### src/rtl/solver_dispatch.sv
// solver_dispatch: host-side sequencer for one solver_control + datapath pair.
// It takes a job command, streams the c limbs into the solver through the
// LOAD write port, starts the solver, waits for completion and returns the
// tagged iteration count through a one-entry valid/ready result buffer.
//
// state        | meaning
// -------------+-------------------------------------------------------
// ST_IDLE      | ready for a command; may hold a pending zero-limb error
// ST_HDR       | one cycle: write num_limbs / iter_lim into the solver
// ST_LOAD_RE   | accept real limbs re[0..n-1]
// ST_LOAD_IM   | accept imaginary limbs im[0..n-1]
// ST_START     | one-cycle start pulse to the solver
// ST_WAIT_DROP | one cycle in which out_ready may still be stale high
// ST_WAIT_DONE | wait for out_ready and a free result buffer

module solver_dispatch #(
    parameter int LIMB_INDEX_BITS = 6,
    parameter int LIMB_BITS       = 32,
    parameter int TAG_BITS        = 16
) (
    input  logic                       i_clock,
    input  logic                       i_reset,
    input  logic                       i_cmd_valid,
    output logic                       o_cmd_ready,
    input  logic [LIMB_INDEX_BITS-1:0] i_cmd_num_limbs,
    input  logic [15:0]                i_cmd_iter_lim,
    input  logic [TAG_BITS-1:0]        i_cmd_tag,
    input  logic                       i_limb_valid,
    output logic                       o_limb_ready,
    input  logic [LIMB_BITS-1:0]       i_limb_data,
    output logic                       o_wr_real_en,
    output logic                       o_wr_imag_en,
    output logic [LIMB_INDEX_BITS-1:0] o_wr_ind,
    output logic [LIMB_BITS-1:0]       o_c_data,
    output logic                       o_wr_num_limbs_en,
    output logic [LIMB_INDEX_BITS-1:0] o_num_limbs_data,
    output logic                       o_wr_iter_lim_en,
    output logic [15:0]                o_iter_lim_data,
    output logic                       o_start,
    input  logic                       i_solver_out_ready,
    input  logic [15:0]                i_solver_count,
    output logic                       o_res_valid,
    input  logic                       i_res_ready,
    output logic [TAG_BITS-1:0]        o_res_tag,
    output logic [15:0]                o_res_count,
    output logic                       o_res_escaped,
    output logic                       o_res_error,
    output logic                       o_busy
);

    localparam logic [LIMB_INDEX_BITS-1:0] LIMB_ONE  = LIMB_INDEX_BITS'(1);
    localparam logic [15:0]                COUNT_MAX = 16'hFFFF;

    typedef enum logic [2:0] {
        ST_IDLE      = 3'd0,
        ST_HDR       = 3'd1,
        ST_LOAD_RE   = 3'd2,
        ST_LOAD_IM   = 3'd3,
        ST_START     = 3'd4,
        ST_WAIT_DROP = 3'd5,
        ST_WAIT_DONE = 3'd6
    } state_t;

    state_t                       r_state;
    state_t                       w_state_next;

    logic [LIMB_INDEX_BITS-1:0]   r_num_limbs;
    logic [15:0]                  r_iter_lim;
    logic [TAG_BITS-1:0]          r_tag;
    logic [LIMB_INDEX_BITS-1:0]   r_idx;
    logic [LIMB_INDEX_BITS-1:0]   w_idx_next;
    logic                         r_err_pend;

    logic                         r_buf_full;
    logic [TAG_BITS-1:0]          r_buf_tag;
    logic [15:0]                  r_buf_count;
    logic                         r_buf_escaped;
    logic                         r_buf_error;

    logic                         w_cmd_ready;
    logic                         w_cmd_fire;
    logic                         w_cmd_zero;
    logic                         w_limb_ready;
    logic                         w_limb_fire;
    logic                         w_last_limb;
    logic                         w_buf_free;
    logic                         w_cap_job;
    logic                         w_cap_err;

    // Handshake qualifiers; cmd_ready depends only on registered state (and
    // reset), never on res_ready.
    always_comb begin
        w_cmd_ready  = (r_state == ST_IDLE) && !r_err_pend && !i_reset;
        w_cmd_fire   = i_cmd_valid && w_cmd_ready;
        w_cmd_zero   = (i_cmd_num_limbs == '0);
        w_limb_ready = (r_state == ST_LOAD_RE) || (r_state == ST_LOAD_IM);
        w_limb_fire  = i_limb_valid && w_limb_ready;
        w_last_limb  = (r_idx == (r_num_limbs - LIMB_ONE));
        // A slot is free when empty or being drained this cycle; the new
        // entry overwrites the drained one.
        w_buf_free   = !r_buf_full || i_res_ready;
        w_cap_err    = r_err_pend && w_buf_free;
    end

    // Next-state, index counter and solver-side strobes.
    always_comb begin
        w_state_next      = r_state;
        w_idx_next        = r_idx;
        o_wr_real_en      = 1'b0;
        o_wr_imag_en      = 1'b0;
        o_wr_num_limbs_en = 1'b0;
        o_wr_iter_lim_en  = 1'b0;
        o_start           = 1'b0;
        w_cap_job         = 1'b0;
        case (r_state)
            ST_IDLE: begin
                if (w_cmd_fire && !w_cmd_zero) begin
                    w_state_next = ST_HDR;
                end
            end
            ST_HDR: begin
                o_wr_num_limbs_en = 1'b1;
                o_wr_iter_lim_en  = 1'b1;
                w_idx_next        = '0;
                w_state_next      = ST_LOAD_RE;
            end
            ST_LOAD_RE: begin
                if (w_limb_fire) begin
                    o_wr_real_en = 1'b1;
                    if (w_last_limb) begin
                        w_idx_next   = '0;
                        w_state_next = ST_LOAD_IM;
                    end else begin
                        w_idx_next = r_idx + LIMB_ONE;
                    end
                end
            end
            ST_LOAD_IM: begin
                if (w_limb_fire) begin
                    o_wr_imag_en = 1'b1;
                    if (w_last_limb) begin
                        w_idx_next   = '0;
                        w_state_next = ST_START;
                    end else begin
                        w_idx_next = r_idx + LIMB_ONE;
                    end
                end
            end
            ST_START: begin
                o_start      = 1'b1;
                w_state_next = ST_WAIT_DROP;
            end
            ST_WAIT_DROP: begin
                w_state_next = ST_WAIT_DONE;
            end
            ST_WAIT_DONE: begin
                if (i_solver_out_ready && w_buf_free) begin
                    w_cap_job    = 1'b1;
                    w_state_next = ST_IDLE;
                end
            end
            default: begin
                w_state_next = ST_IDLE;
            end
        endcase
    end

    // State register and limb index counter.
    always_ff @(posedge i_clock) begin
        if (i_reset) begin
            r_state <= ST_IDLE;
            r_idx   <= '0;
        end else begin
            r_state <= w_state_next;
            r_idx   <= w_idx_next;
        end
    end

    // Command capture; also remembers a zero-limb job until its error result
    // can be placed in the buffer.
    always_ff @(posedge i_clock) begin
        if (i_reset) begin
            r_num_limbs <= '0;
            r_iter_lim  <= '0;
            r_tag       <= '0;
            r_err_pend  <= 1'b0;
        end else begin
            if (w_cmd_fire) begin
                r_num_limbs <= i_cmd_num_limbs;
                r_iter_lim  <= i_cmd_iter_lim;
                r_tag       <= i_cmd_tag;
            end
            if (w_cmd_fire && w_cmd_zero) begin
                r_err_pend <= 1'b1;
            end else if (w_cap_err) begin
                r_err_pend <= 1'b0;
            end
        end
    end

    // One-entry result buffer; a capture takes priority over a drain.
    always_ff @(posedge i_clock) begin
        if (i_reset) begin
            r_buf_full    <= 1'b0;
            r_buf_tag     <= '0;
            r_buf_count   <= '0;
            r_buf_escaped <= 1'b0;
            r_buf_error   <= 1'b0;
        end else if (w_cap_job) begin
            r_buf_full    <= 1'b1;
            r_buf_tag     <= r_tag;
            r_buf_count   <= i_solver_count;
            r_buf_escaped <= (i_solver_count != COUNT_MAX);
            r_buf_error   <= 1'b0;
        end else if (w_cap_err) begin
            r_buf_full    <= 1'b1;
            r_buf_tag     <= r_tag;
            r_buf_count   <= '0;
            r_buf_escaped <= 1'b0;
            r_buf_error   <= 1'b1;
        end else if (r_buf_full && i_res_ready) begin
            r_buf_full <= 1'b0;
        end
    end

    assign o_cmd_ready      = w_cmd_ready;
    assign o_limb_ready     = w_limb_ready;
    assign o_wr_ind         = r_idx;
    assign o_c_data         = i_limb_data;
    assign o_num_limbs_data = r_num_limbs;
    assign o_iter_lim_data  = r_iter_lim;
    assign o_res_valid      = r_buf_full;
    assign o_res_tag        = r_buf_tag;
    assign o_res_count      = r_buf_count;
    assign o_res_escaped    = r_buf_escaped;
    assign o_res_error      = r_buf_error;
    assign o_busy           = (r_state != ST_IDLE);

endmodule
### config.mk
export PLATFORM = sky130hd
export DESIGN_NAME = solver_dispatch
export DESIGN_NICKNAME = d
export VERILOG_FILES = /design/src/rtl/solver_dispatch.sv
export SDC_FILE = /design/constraint.sdc
export NUM_CORES = 1
export LEC_CHECK = 0
export CAP_MARGIN = 5
export CORE_ASPECT_RATIO = 1.25
export CORE_UTILIZATION = 39
export DETAILED_ROUTE_END_ITERATION = 7
export HOLD_SLACK_MARGIN = 0.05
export PLACE_DENSITY = 0.8
export SLEW_MARGIN = 20
export SYNTH_ARGS = -nofsm -noshare
export SYNTH_HDL_FRONTEND = slang
export SYNTH_SLANG_ARGS = --single-unit
### constraint.sdc
create_clock -name i_clock -period 2.7 [get_ports i_clock]
set_clock_uncertainty 0.1 [all_clocks]
set_input_delay 0.675 -clock i_clock [delete_from_list [all_inputs] [get_ports i_clock]]
set_output_delay 0.675 -clock i_clock [all_outputs]
set_load 0.03 [all_outputs]
Yosys cells after proc, flatten, opt, wreduce, memory -nomap -nowiden --
Index checks and enable logic that the tools add are counted.
Word-level totals: register bits after elaboration 83, input port bits 92, word-level logic and storage cells 81, output and inout bits 103
Operators by class: $add $sub $neg 2, muxes and demuxes 27, equal/unequal tests 15, reductions and logical operators 26
Operators by type and width (number):
- $mux W16 | 4
- $pmux W3 S7 | 1
- $mux W3 | 6
- $ne A16 B16 Y1 const B | 1
- $mux W1 | 13
- $mux W6 | 2
- $pmux W6 S2 | 1
- $ne A2 B2 Y1 const B | 5
- $eq A3 B3 Y1 const B | 3
- $logic_and A1 B1 Y1 | 9
- $add A6 B1 Y6 const B | 1
- $eq A3 B2 Y1 const B | 2
- $eq A6 B6 Y1 | 1
- $logic_not A6 Y1 | 1
- $reduce_and A6 Y1 | 1
- $reduce_bool A2 Y1 | 3
- $reduce_bool A3 Y1 | 2
- $sub A6 B1 Y6 const B | 1
- $logic_not A1 Y1 | 4
- $ne A2 B1 Y1 const B | 2
- $reduce_or A2 Y1 | 2
- $eq A3 B1 Y1 const B | 1
- $logic_not A3 Y1 | 1
- $logic_or A1 B1 Y1 | 2
- $reduce_and A2 Y1 | 1

Logic depth before layout (Yosys ltp) --
Gate-level depths: netlist of the first run.
word-level depth 7, mapped depth 9, gate-level depth less buffers 8

Worst setup path after synthesis of the first run --
OpenSTA, ideal clock, no wires.
path type input-to-output, start point input port i_reset, end point output port o_cmd_ready, setup slack 0.245 ns, stages 3, path buffers 2, data arrival time 1.680 ns, required time 1.925 ns, cell sequence buf_6 clkbuf_1 nor3_1
Between the ends: cells in the longest elaborated chain, start to end 2
RTL lines:
- from (decl) | line 22 | input logic i_reset,
- $logic_not A1 Y1 | line 93 | w_cmd_ready = (r_state == ST_IDLE) && !r_err_pend && !i_reset;
- $logic_and A1 B1 Y1 | line 93
- to (decl) | line 24 | output logic o_cmd_ready,
Every way passes these cells.

Worst setup path after layout of the first run --
start point register r_state[0], end point output port o_busy
Between the ends: cells in the longest elaborated chain, start to end 1
RTL lines:
- from (decl) | line 64 | state_t r_state;
- from (signal assigned) | line 174 | r_state <= w_state_next;
- $reduce_bool A3 Y1 | line 237 | assign o_busy = (r_state != ST_IDLE);
- to (decl) | line 48 | output logic o_busy
Every way passes these cells.

==> results.tsv, run 1 <==
metric	value	unit
clk slew on worst S/H paths	0.09	ns
number of CTS-inserted buffers	9	
post-cts sizing count	0	
post-route setup TNS	0	ns
maximum buffer depth of the clock tree	2	
number of routed nets with antenna violations	0	
H-tree levels	3	
GR Util All Layers	0.193	
largest fanout on the critical path	11	
clock tree from TritonCTS	done	
Pre-Repair DR Iteration Count	4	
post-detailed-routing wire length	9150	µm
DR vias/cell	5.08	
initial cell density of the core	0.408	
DRC marker count from the first detailed-route iteration	145	
antenna violations before repair	0	
hold violation count in the final report	0	
top flip-flop cell by instance count after synthesis	sky130_fd_sc_hd__dfxtp_1	
data arrival time of the worst path	1.82	ns
clock tree sinks	83	
first-pass GRT wire length	14600	µm
most utilized layer in the global route result	met2	
final cycle utilization of the critical path	0.960	
LEAKAGE	1.82	nW
number of rows in the core area	38	
buffer count from post-CTS setup fixing	0	
critical path type	flop to output port	
via count of the first global-routing pass	3243	
width of the die	87.8	µm
cell type with the highest aggregate area in the netlist	sky130_fd_sc_hd__dfxtp_1	
wire per inst	13.7	µm
Port Buffers	130	
met1 Resource Use GR	0.221	
Syn Area/Cell	7.98	µm²
min cycle time layout	2.59	ns
Placeable Area	0.00880	mm²
Congestion Overflow GR	0	
unrepaired setup endpoints after global routing	false	
Setup crit start kind	flop	
Via Count	3387	
setup slack of the worst register-to-register path	0.35	ns
run status	finished clean	
number of buffers added to fix hold violations after cts	0	
Slew Limit Headroom	0.478	
placer's final routability congestion estimate	0.774	
Cell Pwr Density	548	mW/mm²
cell types occupying the most area after synthesis	sky130_fd_sc_hd__dfxtp_1 46%, sky130_fd_sc_hd__nand2_1 12%, sky130_fd_sc_hd__a21oi_1 9.1%	
detailed-route DRC error count	0	
Hold WS	0.354	ns
non-filler instance count after layout	667	
number of fill cells	784	
net count of the mapped netlist	544	
count of different cell masters after synthesis	36	
Root Driver	sky130_fd_sc_hd__clkbuf_8	
Commonest cells post-synth	119 x sky130_fd_sc_hd__nand2_1, 83 x sky130_fd_sc_hd__dfxtp_1, 65 x sky130_fd_sc_hd__a21oi_1, 36 x sky130_fd_sc_hd__buf_4, 25 x sky130_fd_sc_hd__nor2_1	
type of the worst min-delay path	flop to flop	
share of the synthesized area in the top cell type	0.463	
Total Die Area	0.00960	mm²
total half-perimeter wirelength after legalization and detailed placement	6480	µm
maximum capacitance violations	0	
GR met2 Demand/Resource	0.333	
PnR worst setup slack	0.107	ns
sequential fraction of the synthesis area	0.463	
total of flip-flops plus latches after synthesis	83	
peak supply drop	0.303	mV
count of nets after finishing	636	
Finish-stage setup viols	0	
layout overhead on the synthesized area	38.7	%
gate count of the mapped netlist	450	
Final Power	2.73	mW
critical-path cell list	nor3_1 > inv_1 > clkdlybuf4s50_1	
Worst Tran Pin Value	0.781	ns
clock network latency to the later pin of the worst-skew pair	0.34	ns
pre-CTS setup slack	0.0270	ns
maximum number of pins on one net before global-route repair	39	
cell with the largest stage delay on the worst path	sky130_fd_sc_hd__clkdlybuf4s50_1	
share of flip-flops with an asynchronous set or reset	0	
Post-Syn Area	0.00359	mm²
Worst Setup End Kind	output port	
Post-Place Cells	651	
top-level port count	195	
required time of the worst setup path	1.92	ns
global-route met3 utilization	0.0484	
share of final-layout standard cells stronger than drive strength 1	0.0731	
Slew Limit Fails	0	
fmax	386	MHz
delay of the slowest critical-path stage	0.60	ns
Synthesis Warnings	0	
most used standard cell by instance count after synthesis	sky130_fd_sc_hd__nand2_1	
number of synthesized flops with an enable pin	0	
Vert. Die Dim	109	µm
number of antenna diodes	0	
## cell usage in the layout, fill, tap and decap left out, types with 3 or more instances in the layout
cell	instances
sky130_fd_sc_hd__clkdlybuf4s50_1	123
sky130_fd_sc_hd__nand2_1	119
sky130_fd_sc_hd__dfxtp_1	83
sky130_fd_sc_hd__a21oi_1	65
sky130_fd_sc_hd__nor2_1	25
sky130_fd_sc_hd__a22oi_1	17
sky130_fd_sc_hd__buf_4	17
sky130_fd_sc_hd__clkbuf_8	10
sky130_fd_sc_hd__nor3_1	9
sky130_fd_sc_hd__inv_1	7
sky130_fd_sc_hd__nand4_1	6
sky130_fd_sc_hd__nand2b_1	5
sky130_fd_sc_hd__o21ai_0	5
sky130_fd_sc_hd__nand3_1	4
sky130_fd_sc_hd__xnor2_1	4
sky130_fd_sc_hd__xor2_1	4
sky130_fd_sc_hd__a21o_1	4
sky130_fd_sc_hd__nor4_1	4
sky130_fd_sc_hd__and3_1	3
sky130_fd_sc_hd__o22ai_1	3
sky130_fd_sc_hd__dlymetal6s2s_1	3
## path summary, 6_finish.rpt
path,from,to,cells after the start
worst min register to register,o_res_tag[0],o_res_tag[0],2
worst min-delay path,o_res_tag[0],o_res_tag[0],2
worst max register to register,o_num_limbs_data[0],r_state[0],9
worst max-delay path,r_state[0],o_busy,3
## worst max-delay path, delay by kind of cell, from the launching register on
kind                   cells  cell delay, ns
AND/OR/NAND/NOR            1            0.37
buffers and inverters      2            0.69
flip-flops                 1            0.41
## layout make-up
type                    count  area [µm²]  area share
flip-flops and latches     83        1660       0.334
multi-input cells         297        1510       0.303
repair buffers            144        1400       0.281
well taps                 120         150      0.0301
clock buffers              10         138      0.0276
clock inverters             6        96.3      0.0193
inverters                   7        26.3     0.00528
## metal layers
| layer | up-vias | wire, µm | part of all wire |
|---|---|---|---|
| met4 | 0 | 156 | 0.017 |
| met1 | 1596 | 3810 | 0.42 |
| li1 | 1656 | - | - |
| met3 | 24 | 590 | 0.064 |
| met2 | 111 | 4600 | 0.50 |
| met5 | - | 0 | 0 |
## metrics by stage
step	instance area, µm²	util
floorplan	3590	-
global placement	4730	0.538
detailed placement	4740	0.539
CTS	4970	0.565
global route	4980	0.566
finish	4980	0.566
## flip-flops by register name, indices dropped and copies added (netlist names)
| register | count |
|---|---|
| o_res_tag | 16 |
| o_wr_ind | 6 |
| r_err_pend | 1 |
| r_state | 3 |
| o_res_valid | 1 |
| o_res_error | 1 |
| o_iter_lim_data | 16 |
| o_num_limbs_data | 6 |
| o_res_escaped | 1 |
| o_res_count | 16 |
| r_tag | 16 |
## report_power, final
part           internal [mW]  switching [mW]  total, mW
registers               1.26          0.0301       1.29
clock network          0.558           0.463       1.02
logic                  0.192           0.225      0.418
total                   2.01           0.718       2.73
## logic make-up after synthesis
logic type / synth area share
simple gates: 0.220
compound gates: 0.170
flops: 0.463
buf+inv: 0.121
xor+xnor: 0.0195
fa+ha+maj: 0.00697
No activity file was read; power rests on OpenSTA's default activity.
==> run 2: changes to the inputs <==
Settings changed: CAP_MARGIN 5 to not set, CORE_ASPECT_RATIO 1.25 to 0.9, HOLD_SLACK_MARGIN 0.05 to 0.1.
==> run 2 against run 1 <==
- hold slack improved by 0.0023 ns
- sequential power about the same
- power down 3.7%
- global-route usage is 0.25 points higher
- clock-buffer cell count rose by 1
- first-iteration DRC count shrank 65%
- cell area shrank 0.70%
- critical path depth is the same
- largest cell class unchanged
==> results.tsv, run 2 (synthesis gave the netlist of run 1 again) <==
metric	value	unit
run status	finished clean	
final cycle utilization of the critical path	0.952	
most utilized layer in the global route result	met2	
wire per inst	13.9	µm
GR met2 Demand/Resource	0.347	
min cycle time layout	2.57	ns
largest fanout on the critical path	11	
Finish-stage setup viols	0	
cell with the largest stage delay on the worst path	sky130_fd_sc_hd__clkdlybuf4s50_1	
Root Driver	sky130_fd_sc_hd__clkbuf_8	
share of final-layout standard cells stronger than drive strength 1	0.0697	
number of routed nets with antenna violations	0	
combined area of the multi-input logic cells	0.00151	mm²
global-route met3 utilization	0.0486	
GR Util All Layers	0.196	
Final Power	2.63	mW
number of CTS-inserted buffers	9	
peak supply drop	0.271	mV
number of buffers added to fix hold violations after cts	0	
commonest non-fill, non-tap cell in the layout	sky130_fd_sc_hd__clkdlybuf4s50_1	
Vert. Die Dim	93.0	µm
buffer count from post-CTS setup fixing	0	
number of rows in the core area	32	
Total Die Area	0.00960	mm²
post-route setup TNS	0	ns
Pre-Repair DR Iteration Count	4	
top-level port count	195	
clock tree sinks	83	
initial cell density of the core	0.410	
Slew Limit Headroom	0.558	
H-tree levels	3	
first-pass GRT wire length	14700	µm
detailed-route DRC error count	0	
placer's final routability congestion estimate	0.773	
critical path buffer and inverter count	2	
via count of the first global-routing pass	3158	
number of antenna diodes	0	
width of the die	103	µm
antenna violations before repair	0	
Port Buffers	130	
DR vias/cell	5.06	
pre-CTS setup slack	0.143	ns
critical path type	flop to output port	
delay of the slowest critical-path stage	0.69	ns
gate family responsible for the most delay along the worst path	buffers and inverters	
fmax	389	MHz
layout overhead on the synthesized area	37.7	%
Via Count	3361	
Cell Pwr Density	531	mW/mm²
Placeable Area	0.00877	mm²
Worst Setup End Kind	output port	
LEAKAGE	1.78	nW
hold violation count in the final report	0	
DRC marker count from the first detailed-route iteration	51	
maximum capacitance violations	0	
count of nets after finishing	634	
clk slew on worst S/H paths	0.09	ns
data arrival time of the worst path	1.79	ns
PnR worst setup slack	0.130	ns
Congestion Overflow GR	0	
critical-path cell list	nor3_2 > inv_1 > clkdlybuf4s50_1	
clock tree from TritonCTS	done	
total half-perimeter wirelength after legalization and detailed placement	6560	µm
required time of the worst setup path	1.92	ns
clock network latency to the later pin of the worst-skew pair	0.35	ns
maximum number of pins on one net before global-route repair	56	
met1 Resource Use GR	0.224	
Slew Limit Fails	0	
type of the worst min-delay path	flop to flop	
post-detailed-routing wire length	9210	µm
FF+latch area	0.00166	mm²
number of fill cells	820	
Setup crit start kind	flop	
commonest non-fill, non-tap cells in the layout	122 x sky130_fd_sc_hd__clkdlybuf4s50_1, 119 x sky130_fd_sc_hd__nand2_1, 83 x sky130_fd_sc_hd__dfxtp_1	
unrepaired setup endpoints after global routing	false	
maximum buffer depth of the clock tree	2	
Worst Tran Pin Value	0.663	ns
run 2: final cells by class:
type                            count  share of cell area
Sequential cell                    83               0.336
Inverter                            7             0.00531
Tap cell                          119              0.0301
Clock inverter                      5              0.0124
Timing Repair Buffer              142               0.282
Clock buffer                       11              0.0286
Multi-Input combinational cell    297               0.306
run 2: what timing repair did:
| item | 4_1_cts | 5_1_grt |
|---|---|---|
| gates resized for setup | 2 | 3 |
| pin swaps | 0 | 0 |
| setup endpoints to repair | 2 | 3 |
run 2: final timing paths:
kind	from	to	slack (ns)	depth (start not counted)
max reg2reg	o_num_limbs_data[0]	r_state[0]	0.22	8
max	r_state[0]	o_busy	0.13	3
min	o_iter_lim_data[2]	o_iter_lim_data[2]	0.36	2
min reg2reg	o_iter_lim_data[2]	o_iter_lim_data[2]	0.36	2
run 2: stage by stage:
step / cell area, µm² / util / cells / hold slack (ns)
floorplan: 3590 / - / 450 / 0.337
global placement: 4740 / 0.540 / 648 / 0.340
detailed placement: 4740 / 0.540 / 648 / 0.346
CTS: 4940 / 0.563 / 664 / 0.357
global route: 4950 / 0.564 / 664 / 0.378
finish: 4950 / 0.564 / 664 / 0.356
run 2: layer usage:
layer | vias to the layer above | share of wire | wire [µm]
met2 | 113 | 0.50 | 4650
met5 | - | 0 | 0
met3 | 25 | 0.056 | 511
met4 | 0 | 0.015 | 137
met1 | 1576 | 0.42 | 3910
li1 | 1647 | - | -
run 2: power breakdown:
part / switching (mW) / internal, mW
clock network: 0.452 / 0.456
registers: 0.0304 / 1.26
logic: 0.232 / 0.197
run 2: worst register-to-register path, cell delays in order, from the launching register on:
cell and delay, ns:
sky130_fd_sc_hd__dfxtp_1 0.43, sky130_fd_sc_hd__inv_1 0.08, sky130_fd_sc_hd__ha_1 0.24, sky130_fd_sc_hd__xnor2_1 0.14, sky130_fd_sc_hd__a21oi_1 0.16, sky130_fd_sc_hd__o21ai_1 0.13
sky130_fd_sc_hd__a2111oi_4 0.64, sky130_fd_sc_hd__a21oi_2 0.13, sky130_fd_sc_hd__a311o_1 0.33
